**src/rtl/input_debouncer_if.sv**
```systemverilog
// Signal bundle for the input debouncer: raw level in, debounced level and
// qualification status out. The master side drives the raw input; the slave
// side is the debouncer itself.
interface input_debouncer_if;
  logic in;
  logic out;
  logic rise;
  logic fall;
  logic busy;

  modport master (
    output in,
    input  out,
    input  rise,
    input  fall,
    input  busy
  );

  modport slave (
    input  in,
    output out,
    output rise,
    output fall,
    output busy
  );
endinterface

```
**src/rtl/input_debouncer.sv**
```systemverilog
// Input debouncer: synchronizes a raw asynchronous bit through a flop chain,
// then only lets a level change through to `out` after the synchronized value
// has disagreed with `out` for STABLE_CYCLES consecutive clocks.
// Optional macro INPUT_DEBOUNCER_EDGE_EN builds the rise/fall strobe
// registers; without it both strobes are tied low.
module input_debouncer #(
  parameter int unsigned SYNC_STAGES   = 2,
  parameter int unsigned STABLE_CYCLES = 16
) (
  input logic         clk,
  input logic         reset,
  input_debouncer_if.slave bus
);

  localparam int unsigned CntW = $clog2(STABLE_CYCLES + 1);
  localparam logic [CntW-1:0] CntLast = CntW'(STABLE_CYCLES - 1);
  localparam logic [CntW-1:0] CntOne  = CntW'(1);

  typedef enum logic [1:0] {
    StIdleLo = 2'd0,
    StChkHi  = 2'd1,
    StIdleHi = 2'd2,
    StChkLo  = 2'd3
  } state_e;

  logic [SYNC_STAGES-1:0] sync_q;
  logic                   s;
  state_e                 state_q;
  logic [CntW-1:0]        cnt_q;
  logic                   out_q;

  // Synchronizer chain; the raw input is only ever seen by stage 0.
  always_ff @(posedge clk or posedge reset) begin
    if (reset) begin
      sync_q <= '0;
    end else begin
      sync_q <= {sync_q[SYNC_STAGES-2:0], bus.in};
    end
  end

  assign s = sync_q[SYNC_STAGES-1];

`ifdef INPUT_DEBOUNCER_EDGE_EN
  logic rise_q;
  logic fall_q;
`endif

  // Qualification FSM with registered level and strobe outputs.
  always_ff @(posedge clk or posedge reset) begin
    if (reset) begin
      state_q <= StIdleLo;
      cnt_q   <= '0;
      out_q   <= 1'b0;
`ifdef INPUT_DEBOUNCER_EDGE_EN
      rise_q  <= 1'b0;
      fall_q  <= 1'b0;
`endif
    end else begin
`ifdef INPUT_DEBOUNCER_EDGE_EN
      rise_q <= 1'b0;
      fall_q <= 1'b0;
`endif
      unique case (state_q)
        StIdleLo, StIdleHi: begin
          if (s == out_q) begin
            cnt_q <= '0;
          end else if (STABLE_CYCLES == 1) begin
            // Single-cycle qualification: toggle straight to the other idle.
            out_q   <= ~out_q;
            state_q <= out_q ? StIdleLo : StIdleHi;
            cnt_q   <= '0;
`ifdef INPUT_DEBOUNCER_EDGE_EN
            rise_q  <= ~out_q;
            fall_q  <= out_q;
`endif
          end else begin
            state_q <= out_q ? StChkLo : StChkHi;
            cnt_q   <= CntOne;
          end
        end
        StChkHi, StChkLo: begin
          if (s == out_q) begin
            // Glitch: discard the partial count, level unchanged.
            state_q <= out_q ? StIdleHi : StIdleLo;
            cnt_q   <= '0;
          end else if (cnt_q == CntLast) begin
            out_q   <= ~out_q;
            state_q <= out_q ? StIdleLo : StIdleHi;
            cnt_q   <= '0;
`ifdef INPUT_DEBOUNCER_EDGE_EN
            rise_q  <= ~out_q;
            fall_q  <= out_q;
`endif
          end else begin
            cnt_q <= cnt_q + CntOne;
          end
        end
        default: begin
          state_q <= StIdleLo;
          cnt_q   <= '0;
          out_q   <= 1'b0;
        end
      endcase
    end
  end

  // Output drive: busy is a pure decode of the registered state.
  assign bus.out  = out_q;
  assign bus.busy = (state_q == StChkHi) || (state_q == StChkLo);
`ifdef INPUT_DEBOUNCER_EDGE_EN
  assign bus.rise = rise_q;
  assign bus.fall = fall_q;
`else
  assign bus.rise = 1'b0;
  assign bus.fall = 1'b0;
`endif

endmodule

```
**src/flat_wrapper.sv**
```systemverilog
// flat-port wrapper written by rule: the top's interface ports become plain ports
module input_debouncer_flat 
#(
  parameter int unsigned SYNC_STAGES   = 2,
  parameter int unsigned STABLE_CYCLES = 16
)
  (clk, reset, bus_in, bus_out, bus_rise, bus_fall, bus_busy);
  input_debouncer_if bus_i ();
  input logic clk;
  input logic reset;
  input wire logic [$bits(bus_i.in)-1:0] bus_in;
  output wire logic [$bits(bus_i.out)-1:0] bus_out;
  output wire logic [$bits(bus_i.rise)-1:0] bus_rise;
  output wire logic [$bits(bus_i.fall)-1:0] bus_fall;
  output wire logic [$bits(bus_i.busy)-1:0] bus_busy;
  assign bus_i.in = bus_in;
  assign bus_out = bus_i.out;
  assign bus_rise = bus_i.rise;
  assign bus_fall = bus_i.fall;
  assign bus_busy = bus_i.busy;
  input_debouncer #(.SYNC_STAGES(SYNC_STAGES), .STABLE_CYCLES(STABLE_CYCLES)) u_core (.clk(clk), .reset(reset), .bus(bus_i));
endmodule
```
**config.mk**
```make
export PLATFORM = sky130hd
export DESIGN_NAME = input_debouncer_flat
export DESIGN_NICKNAME = d
export VERILOG_FILES = /design/src/rtl/input_debouncer_if.sv /design/src/rtl/input_debouncer.sv /design/src/flat_wrapper.sv
export SDC_FILE = /design/constraint.sdc
export NUM_CORES = 1
export LEC_CHECK = 0
export ABC_AREA = 1
export BUFFER_PORTS_ARGS = -buffer_cell sky130_fd_sc_hd__clkbuf_2
export CORE_AREA = 4 4 41 43
export DETAILED_ROUTE_END_ITERATION = 8
export DIE_AREA = 0 0 45 47
export GPL_TIMING_DRIVEN = 1
export PLACE_DENSITY_LB_ADDON = 0.25
export REMOVE_ABC_BUFFERS = 1
export SLEW_MARGIN = 0
export SYNTH_ARGS = -nofsm -noshare
export SYNTH_HDL_FRONTEND = slang
export SYNTH_SLANG_ARGS = --single-unit
```
**constraint.sdc**
```tcl
create_clock -name clk -period 1.35 [get_ports clk]
set_input_delay 0.27 -clock clk [delete_from_list [all_inputs] [get_ports clk]]
set_output_delay 0.27 -clock clk [all_outputs]
set_load 0.02 [all_outputs]
```
==> flow_summary.ini <==
[timing]
setup_violations = 0
clock_skew_ns = 0.00397
layout_setup_ws_ns = 0.177
tns_ns = 0
final_hold_viol_count = 0
rsz0062_at_grt = false
fin_crit_ns = 1.17
hold_slack_ns = 0.113
fin_crit_sh = 0.869
max_freq_mhz = 853
finalMaxSlewViolations = 0

[power_and_ir_drop]
p_clk_frac = 0.360
sw_frac_of_total = 0.260
combPwrFrac = 0.106
vdd_ir_drop_max_uv = 801
powerDensity_nw_per_um2 = 1200
switchingPower_uw = 146
seq_power_share = 0.535
p_int_uw = 415
power.leakage_uw = 0.000229

[finish]
multi_input_area_um2 = 139
fin_nets = 53
final_cells = 63
layout.area.seq_um2 = 225
layout_common_cells = 9 x dfrtp_1, 6 x inv_1, 5 x nand2_1
fillers = 135
drive_above_1_share = 0.250
layout_commonest_cell = dfrtp_1
fin_area_um2 = 467
area_delta_synth_final_pct = 15.1
antennaDiodeCount = 0

[cts]
h-tree-depth = 1
ctsHoldBuffers = 1
cts_resized = 0
cts.clk_slew.worst_paths_ns = 0.06
cts_buffer_depth = 2
clk_latency_ns = 0.26
ctsRootBufferMaster = clkbuf_4
cts_tree = done
cts_buffers = 3
cts.sinks = 9
cts_setup_buffers = 0

[run_status]
status = completed

[placement]
post-place-ws_ns = 0.259
routabilityCongestion = 0.665
dpl_cell_area_um2 = 429
dp_cells = 58
portBuffers = 4
dpl.hpwl_um = 457

[routing]
drt-met1-wl_um = 228
route.detailed.wl_per_inst_um = 9.30
dr_total_vias = 266
dr_wl_met2_um = 303
drt-total-wl_um = 586
ant_nets = 0
via_per_inst = 4.22
first_pass_iters = 2
top_layer_used = met3
dr_wl_met3_um = 54
drc = 0
drtIter0Drc = 3

[setup_path]
crit_path_top_delay_cell = dfrtp_1
crit_required_ns = 1.08
start_kind = flop
worstSetupPathType = reg2out
crit_buf_inv = 1
crit_path_cell_trace = clkbuf_2
arrival_ns = 0.90
endpoint_kind = output port
worst_path_largest_cell_delay_ns = 0.44
critPathTopFamily = flip-flops
crit_fanout = 5

[synth]
syn-cell-area_um2 = 405
yosysSeqAreaShare = 0.556
syn_area_per_cell_um2 = 9.89
synthCells = 41
yosys_warnings = 0
yosys-top-cells-area = dfrtp_1 56%, inv_1 5.6%, nand2_1 4.6%
ys_ff_latch = 9
synth_area_leader_cell = dfrtp_1
synth_cell_types = 17
yosys.area.top_type_share = 0.556

[die]
core_area_um2 = 1300
rows = 13
die_area_um2 = 2120
dieHeight_um = 47
io_pins = 7
start_util = 0.312
die_w_um = 45

[grt]
grtUsageTotal = 0.0766
antenna_found_initial = 0
grt_max_degree = 10
grt_pass1_wl_um = 1050
grt_pass1_vias = 274
grt-ovfl-total = 0

[worst_hold_path]
hold_path.class = in2reg

[run]
cap_violations = 0
## cell families after synthesis
kind of cell	count (synthesis)	synth area share
AO/OA/AOI/OAI	2	0.0247
XOR/XNOR	2	0.0432
adder cells (fa/ha/maj)	1	0.0309
buffers and inverters	10	0.111
flip-flops	9	0.556
other	1	0.00925
AND/OR/NAND/NOR	16	0.225
## cell type report
class | instances | share of cell area
flip-flops and latches | 9 | 0.483
multi-input cells | 23 | 0.298
repair buffers | 5 | 0.0643
inverters | 7 | 0.0563
clock buffers | 3 | 0.0483
well taps | 15 | 0.0402
clock inverters | 1 | 0.0107
## power by group through the flow
stage	clock network [uW]	registers [uW]	logic, uW
after floorplan	0	308	37.9
after global placement	0	304	57.8
after detailed placement	0	305	57.9
after CTS	214	301	61.3
after global routing	232	302	67.3
final	202	300	59.4
## Yosys cell counts (all sizes together)
cell and n:
dfrtp 9, nand2 7, inv 6, nand3 4, nor2 3, buf 2
o21ai 2, clkbuf 1, clkinv 1, conb 1, ha 1, nand4 1
nor3 1, xnor2 1, xor2 1
## layer usage
metal,vias to the layer above,track usage
met2,8,0.124
met4,0,0.0175
met3,0,0.0690
met1,121,0.0726
met5,-,0
li1,137,-
## state kept, by name, indices dropped and copies added, names as in the netlist
register,cells
u_core.sync_q,2
u_core.state_q,1
u_core.cnt_q,5
u_core.bus.out,1
## final timing paths
path                       slack [ns]  cells past startpoint          endpoint               from
min                              0.11                      1  u_core.sync_q[0]             bus_in
max reg2reg                      0.24                      4   u_core.cnt_q[0]    u_core.cnt_q[0]
min in group asynchronous        0.50                      3  u_core.sync_q[0]              reset
max in group asynchronous        0.59                      3    u_core.bus.out              reset
min reg2reg                      0.36                      0  u_core.sync_q[1]   u_core.sync_q[0]
max                              0.18                      1          bus_busy  u_core.state_q[0]
## through the flow
stage | util | total power, uW
floorplan | - | 346
global placement | 0.330 | 362
detailed placement | 0.330 | 363
CTS | 0.359 | 576
global route | 0.359 | 601
finish | 0.359 | 561
Power figures use the tool's default switching activity.
